`config.mk`:
```
export PLATFORM = sky130hd
export DESIGN_NAME = cache_controller_flat
export DESIGN_NICKNAME = d
export VERILOG_FILES = /design/src/rtl/cache_pkg.sv /design/src/rtl/cache_controller_if.sv /design/src/rtl/cache_meta_array.sv /design/src/rtl/cache_controller.sv /design/src/flat_wrapper.sv
export SDC_FILE = /design/constraint.sdc
export NUM_CORES = 1
export LEC_CHECK = 0
export BUFFER_PORTS_ARGS = -buffer_cell sky130_fd_sc_hd__buf_4
export CAP_MARGIN = 40
export CORE_AREA = 2 2 104 106
export DETAILED_ROUTE_END_ITERATION = 16
export DIE_AREA = 0 0 106 108
export PLACE_DENSITY = 0.64
export SYNTH_ARGS = -nofsm -noshare
export SYNTH_HDL_FRONTEND = slang
export SYNTH_SLANG_ARGS = --single-unit
```
`constraint.sdc`:
```
create_clock -name clock -period 2.97 [get_ports clock]
set_clock_uncertainty 0.05 [all_clocks]
set_input_delay 0.594 -clock clock [delete_from_list [all_inputs] [get_ports clock]]
set_output_delay 0.594 -clock clock [all_outputs]
set_load 0.02 [all_outputs]
```
`src/rtl/cache_pkg.sv`:
```
// cache_pkg: shared types and constants for the direct-mapped write-back
// data cache controller (4 lines x 4 words, 64-word backing memory).
// Contents: controller state enum, geometry constants, address field
// helpers and a saturating increment used by the optional event counters.
package cache_pkg;

  localparam int WORD_W         = 32;
  localparam int ADDR_W         = 6;
  localparam int TAG_W          = 2;
  localparam int IDX_W          = 2;
  localparam int OFF_W          = 2;
  localparam int LINES          = 4;
  localparam int WORDS_PER_LINE = 4;
  localparam int STAT_W         = 16;

  typedef enum logic [1:0] {
    IDLE      = 2'd0,
    COMPARE   = 2'd1,
    WRITEBACK = 2'd2,
    ALLOCATE  = 2'd3
  } state_e;

  function automatic logic [TAG_W-1:0] addr_tag(input logic [ADDR_W-1:0] a);
    return a[ADDR_W-1 -: TAG_W];
  endfunction

  function automatic logic [IDX_W-1:0] addr_idx(input logic [ADDR_W-1:0] a);
    return a[OFF_W +: IDX_W];
  endfunction

  function automatic logic [OFF_W-1:0] addr_off(input logic [ADDR_W-1:0] a);
    return a[OFF_W-1:0];
  endfunction

  function automatic logic [ADDR_W-1:0] make_addr(input logic [TAG_W-1:0] tag,
                                                 input logic [IDX_W-1:0] idx,
                                                 input logic [OFF_W-1:0] off);
    return {tag, idx, off};
  endfunction

  function automatic logic [STAT_W-1:0] sat_inc(input logic [STAT_W-1:0] v);
    return (v == {STAT_W{1'b1}}) ? v : v + STAT_W'(1);
  endfunction

endpackage

```
`src/rtl/cache_controller_if.sv`:
```
// cache_controller_if: bundles the CPU load/store port, the data-array port
// and the memory beat port of the cache controller.
//   slave  : the controller's view (takes CPU requests, drives array/memory).
//   master : the surrounding system's view (core, data array, memory).
interface cache_controller_if;
  import cache_pkg::*;

  logic              cpu_req;
  logic              cpu_we;
  logic [ADDR_W-1:0] cpu_addr;
  logic [WORD_W-1:0] cpu_wdata;
  logic              cpu_done;
  logic [WORD_W-1:0] cpu_rdata;

  logic [IDX_W-1:0]  arr_index;
  logic [OFF_W-1:0]  arr_offset;
  logic              arr_we;
  logic [WORD_W-1:0] arr_wdata;
  logic [WORD_W-1:0] arr_rdata;

  logic              mem_req;
  logic              mem_we;
  logic [ADDR_W-1:0] mem_addr;
  logic [WORD_W-1:0] mem_wdata;
  logic [WORD_W-1:0] mem_rdata;
  logic              mem_ack;

  modport slave (
    input  cpu_req, cpu_we, cpu_addr, cpu_wdata,
    output cpu_done, cpu_rdata,
    output arr_index, arr_offset, arr_we, arr_wdata,
    input  arr_rdata,
    output mem_req, mem_we, mem_addr, mem_wdata,
    input  mem_rdata, mem_ack
  );

  modport master (
    output cpu_req, cpu_we, cpu_addr, cpu_wdata,
    input  cpu_done, cpu_rdata,
    input  arr_index, arr_offset, arr_we, arr_wdata,
    output arr_rdata,
    input  mem_req, mem_we, mem_addr, mem_wdata,
    output mem_rdata, mem_ack
  );

endinterface

```
`src/rtl/cache_meta_array.sv`:
```
// cache_meta_array: tag/valid/dirty store for the 4 cache lines.
// Ports:
//   clock, reset          - clock, synchronous active-high clear of all entries
//   idx                   - line addressed by both read and update
//   fill_en, fill_tag     - line refill: write tag, set valid, clear dirty
//   set_dirty, clr_dirty  - dirty-bit updates for store hits / write-back end
//   rd_valid/dirty/tag    - combinational metadata of line idx
module cache_meta_array
  import cache_pkg::*;
(
  input  logic             clock,
  input  logic             reset,
  input  logic [IDX_W-1:0] idx,
  input  logic             fill_en,
  input  logic [TAG_W-1:0] fill_tag,
  input  logic             set_dirty,
  input  logic             clr_dirty,
  output logic             rd_valid,
  output logic             rd_dirty,
  output logic [TAG_W-1:0] rd_tag
);

  logic [LINES-1:0] valid_q, valid_d;
  logic [LINES-1:0] dirty_q, dirty_d;
  logic [TAG_W-1:0] tag_q [LINES];
  logic [TAG_W-1:0] tag_d [LINES];

  always_comb begin
    valid_d = valid_q;
    dirty_d = dirty_q;
    tag_d   = tag_q;
    if (fill_en) begin
      valid_d[idx] = 1'b1;
      dirty_d[idx] = 1'b0;
      tag_d[idx]   = fill_tag;
    end
    if (set_dirty) dirty_d[idx] = 1'b1;
    if (clr_dirty) dirty_d[idx] = 1'b0;
  end

  always_ff @(posedge clock) begin
    if (reset) begin
      valid_q <= '0;
      dirty_q <= '0;
      tag_q   <= '{default: '0};
    end else begin
      valid_q <= valid_d;
      dirty_q <= dirty_d;
      tag_q   <= tag_d;
    end
  end

  assign rd_valid = valid_q[idx];
  assign rd_dirty = dirty_q[idx];
  assign rd_tag   = tag_q[idx];

endmodule

```
`src/rtl/cache_controller.sv`:
```
// cache_controller: sequencing controller for a direct-mapped write-back
// data cache. Hit service, dirty-line write-back and line allocation run as
// word-serial 4-beat memory bursts.
// Ports:
//   clock, reset  - sole clock, synchronous active-high reset
//   bus (slave)   - CPU load/store port, data-array port, memory beat port
//   stat_hits/misses/wbacks - event counters
// Optional feature: define CACHE_CTRL_STATS_EN to build saturating event
// counters; otherwise the counter outputs are tied to zero.
module cache_controller
  import cache_pkg::*;
(
  input  logic              clock,
  input  logic              reset,
  cache_controller_if.slave bus,
  output logic [STAT_W-1:0] stat_hits,
  output logic [STAT_W-1:0] stat_misses,
  output logic [STAT_W-1:0] stat_wbacks
);

  state_e            state_q, state_d;
  logic [OFF_W-1:0]  beat_q, beat_d;
  logic              cpu_done_q, cpu_done_d;
  logic              mem_req_q, mem_req_d;
  logic              mem_we_q, mem_we_d;
  logic [ADDR_W-1:0] mem_addr_q, mem_addr_d;

  logic [TAG_W-1:0]  req_tag;
  logic [IDX_W-1:0]  req_idx;
  logic [OFF_W-1:0]  req_off;
  logic              meta_valid, meta_dirty;
  logic [TAG_W-1:0]  meta_tag;
  logic              fill_en, set_dirty, clr_dirty;
  logic              hit, ack_ok, last_beat, store_hit, alloc_beat;
  logic [OFF_W-1:0]  next_beat;

  // The requester holds cpu_addr stable until cpu_done, so fields are
  // decoded straight from the bus rather than latched.
  assign req_tag   = addr_tag(bus.cpu_addr);
  assign req_idx   = addr_idx(bus.cpu_addr);
  assign req_off   = addr_off(bus.cpu_addr);

  assign hit        = meta_valid && (meta_tag == req_tag);
  assign ack_ok     = bus.mem_ack && mem_req_q;
  assign last_beat  = (beat_q == OFF_W'(WORDS_PER_LINE - 1));
  assign next_beat  = beat_q + OFF_W'(1);
  assign store_hit  = (state_q == COMPARE) && hit && bus.cpu_we;
  assign alloc_beat = (state_q == ALLOCATE) && ack_ok;

  cache_meta_array u_meta (
    .clock     (clock),
    .reset     (reset),
    .idx       (req_idx),
    .fill_en   (fill_en),
    .fill_tag  (req_tag),
    .set_dirty (set_dirty),
    .clr_dirty (clr_dirty),
    .rd_valid  (meta_valid),
    .rd_dirty  (meta_dirty),
    .rd_tag    (meta_tag)
  );

  always_comb begin
    state_d    = state_q;
    beat_d     = beat_q;
    cpu_done_d = 1'b0;
    mem_req_d  = mem_req_q;
    mem_we_d   = mem_we_q;
    mem_addr_d = mem_addr_q;
    fill_en    = 1'b0;
    set_dirty  = 1'b0;
    clr_dirty  = 1'b0;
    case (state_q)
      IDLE: begin
        // During the done cycle the finished request is still on the bus.
        if (bus.cpu_req && !cpu_done_q) state_d = COMPARE;
      end
      COMPARE: begin
        if (hit) begin
          cpu_done_d = 1'b1;
          set_dirty  = bus.cpu_we;
          state_d    = IDLE;
        end else begin
          beat_d    = '0;
          mem_req_d = 1'b1;
          if (meta_valid && meta_dirty) begin
            state_d    = WRITEBACK;
            mem_we_d   = 1'b1;
            mem_addr_d = make_addr(meta_tag, req_idx, '0);
          end else begin
            state_d    = ALLOCATE;
            mem_we_d   = 1'b0;
            mem_addr_d = make_addr(req_tag, req_idx, '0);
          end
        end
      end
      WRITEBACK: begin
        if (ack_ok) begin
          beat_d = next_beat;
          if (last_beat) begin
            clr_dirty  = 1'b1;
            state_d    = ALLOCATE;
            mem_we_d   = 1'b0;
            mem_addr_d = make_addr(req_tag, req_idx, '0);
          end else begin
            mem_addr_d = make_addr(meta_tag, req_idx, next_beat);
          end
        end
      end
      ALLOCATE: begin
        if (ack_ok) begin
          beat_d = next_beat;
          if (last_beat) begin
            fill_en    = 1'b1;
            state_d    = COMPARE;
            mem_req_d  = 1'b0;
            mem_addr_d = '0;
          end else begin
            mem_addr_d = make_addr(req_tag, req_idx, next_beat);
          end
        end
      end
      default: state_d = IDLE;
    endcase
  end

  always_ff @(posedge clock) begin
    if (reset) begin
      state_q    <= IDLE;
      beat_q     <= '0;
      cpu_done_q <= 1'b0;
      mem_req_q  <= 1'b0;
      mem_we_q   <= 1'b0;
      mem_addr_q <= '0;
    end else begin
      state_q    <= state_d;
      beat_q     <= beat_d;
      cpu_done_q <= cpu_done_d;
      mem_req_q  <= mem_req_d;
      mem_we_q   <= mem_we_d;
      mem_addr_q <= mem_addr_d;
    end
  end

  // Array select: request word during lookup and the done cycle that
  // follows it, burst beat during write-back and allocation.
  always_comb begin
    bus.arr_index  = '0;
    bus.arr_offset = '0;
    case (state_q)
      COMPARE: begin
        bus.arr_index  = req_idx;
        bus.arr_offset = req_off;
      end
      WRITEBACK, ALLOCATE: begin
        bus.arr_index  = req_idx;
        bus.arr_offset = beat_q;
      end
      default: begin
        if (cpu_done_q) begin
          bus.arr_index  = req_idx;
          bus.arr_offset = req_off;
        end
      end
    endcase
  end

  assign bus.arr_we    = store_hit || alloc_beat;
  assign bus.arr_wdata = store_hit  ? bus.cpu_wdata :
                         alloc_beat ? bus.mem_rdata : '0;
  assign bus.mem_wdata = (state_q == WRITEBACK) ? bus.arr_rdata : '0;
  assign bus.cpu_rdata = cpu_done_q ? bus.arr_rdata : '0;
  assign bus.cpu_done  = cpu_done_q;
  assign bus.mem_req   = mem_req_q;
  assign bus.mem_we    = mem_we_q;
  assign bus.mem_addr  = mem_addr_q;

`ifdef CACHE_CTRL_STATS_EN
  // refill_q marks the lookup that follows a refill so that its guaranteed
  // hit is not counted a second time.
  logic              refill_q, refill_d;
  logic [STAT_W-1:0] hits_q, hits_d;
  logic [STAT_W-1:0] misses_q, misses_d;
  logic [STAT_W-1:0] wbacks_q, wbacks_d;

  always_comb begin
    refill_d = refill_q;
    hits_d   = hits_q;
    misses_d = misses_q;
    wbacks_d = wbacks_q;
    if (state_q == COMPARE) begin
      refill_d = 1'b0;
      if (hit && !refill_q) hits_d = sat_inc(hits_q);
      if (!hit) begin
        misses_d = sat_inc(misses_q);
        if (meta_valid && meta_dirty) wbacks_d = sat_inc(wbacks_q);
      end
    end
    if (fill_en) refill_d = 1'b1;
  end

  always_ff @(posedge clock) begin
    if (reset) begin
      refill_q <= 1'b0;
      hits_q   <= '0;
      misses_q <= '0;
      wbacks_q <= '0;
    end else begin
      refill_q <= refill_d;
      hits_q   <= hits_d;
      misses_q <= misses_d;
      wbacks_q <= wbacks_d;
    end
  end

  assign stat_hits   = hits_q;
  assign stat_misses = misses_q;
  assign stat_wbacks = wbacks_q;
`else
  assign stat_hits   = '0;
  assign stat_misses = '0;
  assign stat_wbacks = '0;
`endif

endmodule

```
`src/flat_wrapper.sv`:
```
// flat-port wrapper written by rule: the top's interface ports become plain ports
module cache_controller_flat import cache_pkg::*;
  (clock, reset, stat_hits, stat_misses, stat_wbacks, bus_cpu_req, bus_cpu_we, bus_cpu_addr, bus_cpu_wdata, bus_cpu_done, bus_cpu_rdata, bus_arr_index, bus_arr_offset, bus_arr_we, bus_arr_wdata, bus_arr_rdata, bus_mem_req, bus_mem_we, bus_mem_addr, bus_mem_wdata, bus_mem_rdata, bus_mem_ack);
  cache_controller_if bus_i ();
  input  logic clock;
  input  logic reset;
  output logic [STAT_W-1:0] stat_hits;
  output logic [STAT_W-1:0] stat_misses;
  output logic [STAT_W-1:0] stat_wbacks;
  input wire logic [$bits(bus_i.cpu_req)-1:0] bus_cpu_req;
  input wire logic [$bits(bus_i.cpu_we)-1:0] bus_cpu_we;
  input wire logic [$bits(bus_i.cpu_addr)-1:0] bus_cpu_addr;
  input wire logic [$bits(bus_i.cpu_wdata)-1:0] bus_cpu_wdata;
  output wire logic [$bits(bus_i.cpu_done)-1:0] bus_cpu_done;
  output wire logic [$bits(bus_i.cpu_rdata)-1:0] bus_cpu_rdata;
  output wire logic [$bits(bus_i.arr_index)-1:0] bus_arr_index;
  output wire logic [$bits(bus_i.arr_offset)-1:0] bus_arr_offset;
  output wire logic [$bits(bus_i.arr_we)-1:0] bus_arr_we;
  output wire logic [$bits(bus_i.arr_wdata)-1:0] bus_arr_wdata;
  input wire logic [$bits(bus_i.arr_rdata)-1:0] bus_arr_rdata;
  output wire logic [$bits(bus_i.mem_req)-1:0] bus_mem_req;
  output wire logic [$bits(bus_i.mem_we)-1:0] bus_mem_we;
  output wire logic [$bits(bus_i.mem_addr)-1:0] bus_mem_addr;
  output wire logic [$bits(bus_i.mem_wdata)-1:0] bus_mem_wdata;
  input wire logic [$bits(bus_i.mem_rdata)-1:0] bus_mem_rdata;
  input wire logic [$bits(bus_i.mem_ack)-1:0] bus_mem_ack;
  assign bus_i.cpu_req = bus_cpu_req;
  assign bus_i.cpu_we = bus_cpu_we;
  assign bus_i.cpu_addr = bus_cpu_addr;
  assign bus_i.cpu_wdata = bus_cpu_wdata;
  assign bus_cpu_done = bus_i.cpu_done;
  assign bus_cpu_rdata = bus_i.cpu_rdata;
  assign bus_arr_index = bus_i.arr_index;
  assign bus_arr_offset = bus_i.arr_offset;
  assign bus_arr_we = bus_i.arr_we;
  assign bus_arr_wdata = bus_i.arr_wdata;
  assign bus_i.arr_rdata = bus_arr_rdata;
  assign bus_mem_req = bus_i.mem_req;
  assign bus_mem_we = bus_i.mem_we;
  assign bus_mem_addr = bus_i.mem_addr;
  assign bus_mem_wdata = bus_i.mem_wdata;
  assign bus_i.mem_rdata = bus_mem_rdata;
  assign bus_i.mem_ack = bus_mem_ack;
  cache_controller u_core (.clock(clock), .reset(reset), .bus(bus_i), .stat_hits(stat_hits), .stat_misses(stat_misses), .stat_wbacks(stat_wbacks));
endmodule
```
==> flow_metrics.py <==
metrics = {
    "floorplanning": {
        "core_area_mm2": 0.01023,
        "die_area_mm2": 0.01145,
        "start_util_pct": 27.91,
        "fp-row-count": 37,
        "die-height_um": 108,
        "ios": 265,
        "die_x_um": 106,
    },
    "timing": {
        "fin_crit_ns": 2.905,
        "fin_crit_sh_pct": 97.80,
        "hold_violations": 0,
        "fmax_mhz": 344.3,
        "setup_ws_ns": 0.06533,
        "drv_slew": 0,
        "rsz0062_at_grt": "yes",
        "final-setup-viol-count": 0,
    },
    "worst_setup_path": {
        "critPathCapture": "bus_arr_wdata[18]",
        "cpMostUsedCell": "buf_4",
        "timing.rr.start": "u_core.state_q[1]$_SDFFE_PP0P_",
        "crit_path_max_incr_delay_ns": 0.54,
        "reg2regPathDepth": 7,
        "cp_cell_sequence": "buf_4, mux4_2, xnor2_2, and4_4, and2_4, buf_4, o21ai_1, buf_4",
        "worstPathMaxFanout": 10,
        "cp-start-kind": "input port",
        "criticalPathCategory": "input port to primary output",
        "cp_slowest_cell": "mux4_2",
        "startpoint": "bus_cpu_addr[2]",
        "critical_path.endpoint_type": "primary output",
        "cp_data_required_time_ns": 2.33,
        "reg2reg_to": "u_core.u_meta.tag_q[7]$_SDFFE_PP0P_",
        "r2r_slack_ns": 0.62,
        "worstPathArrival_ns": 2.26,
    },
    "logic_synthesis": {
        "synth_seq_cells": 29,
        "synthCells": 415,
        "synth-edff-count": 0,
        "ys_types": 42,
        "synth-main-ff-cell": "dfxtp_1",
        "ys_seq_area_share_pct": 20.33,
        "netlist_top_cells_count": "68 x and2_1, 49 x nand2_1, 48 x buf_4",
        "netlist_area_mm2": 0.002855,
        "ys_top_cells_by_area": "dfxtp_1 20%, and2_1 15%, buf_4 13%",
        "synth_area_per_cell_um2": 6.880,
        "yosys.area.top_type": "dfxtp_1",
        "synth.most_common_cell": "and2_1",
        "yosys_warnings": 0,
        "yosys.area.top_type_share_pct": 20.33,
        "synth_async_sr_flop_share_pct": 0,
    },
    "layout": {
        "fillCellCount": 1065,
        "area_growth_pct": 60.39,
        "nNetsFinal": 736,
        "stdcell_area_mm2": 0.004579,
        "diodes": 0,
        "fin_util_pct": 44.76,
        "drive_gt1_share_pct": 40.71,
    },
    "routing": {
        "vias": 3496,
        "routedWlPerCell_um": 15.06,
        "ant_nets": 0,
        "drt-total-wl_um": 11440,
        "drtIter0Drc": 322,
        "viasPerCell": 4.600,
        "drt_first_pass_iters": 4,
        "drc": 0,
    },
    "cts": {
        "cts_sinks": 29,
        "cts.hold.buffers_added": 0,
        "cts.reportedPaths.clkPinSlew_ns": 0.06,
        "insertion_delay_ns": 0.29,
        "cts_max_path_buffers": 2,
        "cts_tree": "done",
        "h-tree-depth": 2,
        "post-cts-setup-buffer-count": 0,
        "root_buffer": "clkbuf_8",
        "cts-buffers-inserted": 5,
    },
    "pwr": {
        "combPwrFrac_pct": 43.5,
        "cellPowerDensity_mw_per_mm2": 299.7,
        "ir_worst_vdd_mv": 0.2085,
        "clkPwrFrac_pct": 24.6,
        "seq_power_share_pct": 31.9,
        "leakagePower_nw": 2.265,
        "switching_power_uw": 518.4,
        "switching_share_pct": 37.78,
        "intPower_uw": 853.9,
    },
    "global_routing": {
        "antenna_found_initial": 0,
        "grt_usage_pct": 18.39,
        "grt_pass1_wl_um": 16860,
        "first_global_vias": 3182,
        "grt_max_degree": 35,
        "grt_overflow": 0,
    },
    "placement": {
        "place_area_mm2": 0.004468,
        "dp_hpwl_um": 9396,
        "port_buffers": 216,
        "dp_slack_ns": -0.01304,
        "gp_congestion": 0.8051,
    },
    "job": {
        "cap_viol_max_count": 0,
    },
    "status": {
        "outcome": "complete, no violations",
    },
    "min_path": {
        "hold_class": "flop to flop",
    },
}
routing by layer:
layer	part of all wire (%)	up-vias	track usage, %
li1	-	1725	-
met1	40	1610	23.54
met2	51	149	32.44
met3	7.8	12	3.978
met4	0.83	0	2.914
met5	0	-	0
stage by stage:
step / setup TNS (ns) / instances / hold slack, ns / power (mW)
after global routing: -0.005891 / 760 / 0.4265 / 1.442
after global placement: 0 / 753 / 0.3901 / 1.031
final: 0 / 760 / 0.4078 / 1.372
after floorplan: 0 / 462 / 0.3726 / 0.8067
after detailed placement: -0.05156 / 753 / 0.3991 / 1.040
after CTS: 0 / 760 / 0.4089 / 1.373
placed cells by master (no fill, tap or decap), types with 4 or more instances in the layout:
cell	n
a21oi_1	16
and2_1	67
and3_1	4
buf_4	233
clkbuf_8	6
conb_1	48
dfxtp_1	29
ha_1	5
inv_1	7
mux4_2	4
nand2_1	49
nand2b_1	6
nand3_1	37
nor2_1	16
o211ai_1	5
o21ai_0	17
o21ai_1	38
cells by family (layout without fill, tap and decap cells):
kind of cell,count (synthesis),after routing,share of synthesized area (%)
AND/OR/NAND/NOR,190,190,34.53
buffers and inverters,87,249,18.80
adder cells (fa/ha/maj),5,5,2.191
flip-flops,29,29,20.33
AO/OA/AOI/OAI,92,92,18.41
multiplexers,9,9,4.996
XOR/XNOR,2,2,0.6136
other,1,48,0.1313
state kept, by name (all words and copies together) (netlist names):
signal                 count
u_core.beat_q              2
u_core.bus.cpu_done        1
u_core.bus.mem_addr        6
u_core.bus.mem_req         1
u_core.bus.mem_we          1
u_core.state_q             2
u_core.u_meta.dirty_q      4
u_core.u_meta.tag_q        8
u_core.u_meta.valid_q      4
what timing repair did:
action                                  CTS  global route
pin swaps                                 0             1
gates resized for setup                   3             2
endpoints found under the setup margin    7            32
power groups by stage:
| stage | sequential (mW) | clock [mW] | combinational [mW] |
|---|---|---|---|
| floorplan | 0.467 | 0 | 0.340 |
| global placement | 0.446 | 0 | 0.585 |
| detailed placement | 0.448 | 0 | 0.592 |
| CTS | 0.439 | 0.339 | 0.596 |
| global route | 0.444 | 0.353 | 0.646 |
| finish | 0.438 | 0.337 | 0.597 |
how the worst min path moves through the flow:
stage,startpoint,endpoint,slack (ns),depth (start not counted)
3_5_place_dp,u_core.bus.mem_addr[1]$_SDFFE_PP0P_,u_core.bus.mem_addr[1]$_SDFFE_PP0P_,0.40,2
6_report,u_core.bus.mem_addr[1]$_SDFFE_PP0P_,u_core.bus.mem_addr[1]$_SDFFE_PP0P_,0.41,2
2_1_floorplan,u_core.u_meta.valid_q[0]$_SDFFE_PP0N_,u_core.u_meta.valid_q[0]$_SDFFE_PP0N_,0.37,2
4_1_cts,u_core.bus.mem_addr[1]$_SDFFE_PP0P_,u_core.bus.mem_addr[1]$_SDFFE_PP0P_,0.41,2
3_3_place_gp,u_core.u_meta.valid_q[0]$_SDFFE_PP0N_,u_core.u_meta.valid_q[0]$_SDFFE_PP0N_,0.39,2
5_1_grt,u_core.bus.mem_addr[1]$_SDFFE_PP0P_,u_core.bus.mem_addr[1]$_SDFFE_PP0P_,0.43,2
worst max-delay path, delay by kind of cell:
family                    cells  cell delay [ns]
buffers and inverters         3             0.41
and+or+nand+nor               2             0.44
xor gates and xnor gates      1             0.17
muxes                         1             0.54
AOI/OAI and AO/OA             1             0.09
cell type report:
type | instances | area [um2] | area share [%]
tap | 136 | 170.2 | 3.716
sequential | 29 | 580.6 | 12.68
inverter | 7 | 26.28 | 0.5738
multi-input combinational | 346 | 1932 | 42.19
clock buffer | 7 | 86.33 | 1.885
timing repair buffer | 235 | 1784 | 38.96
Note: power is estimated with default switching activity, not from simulation.
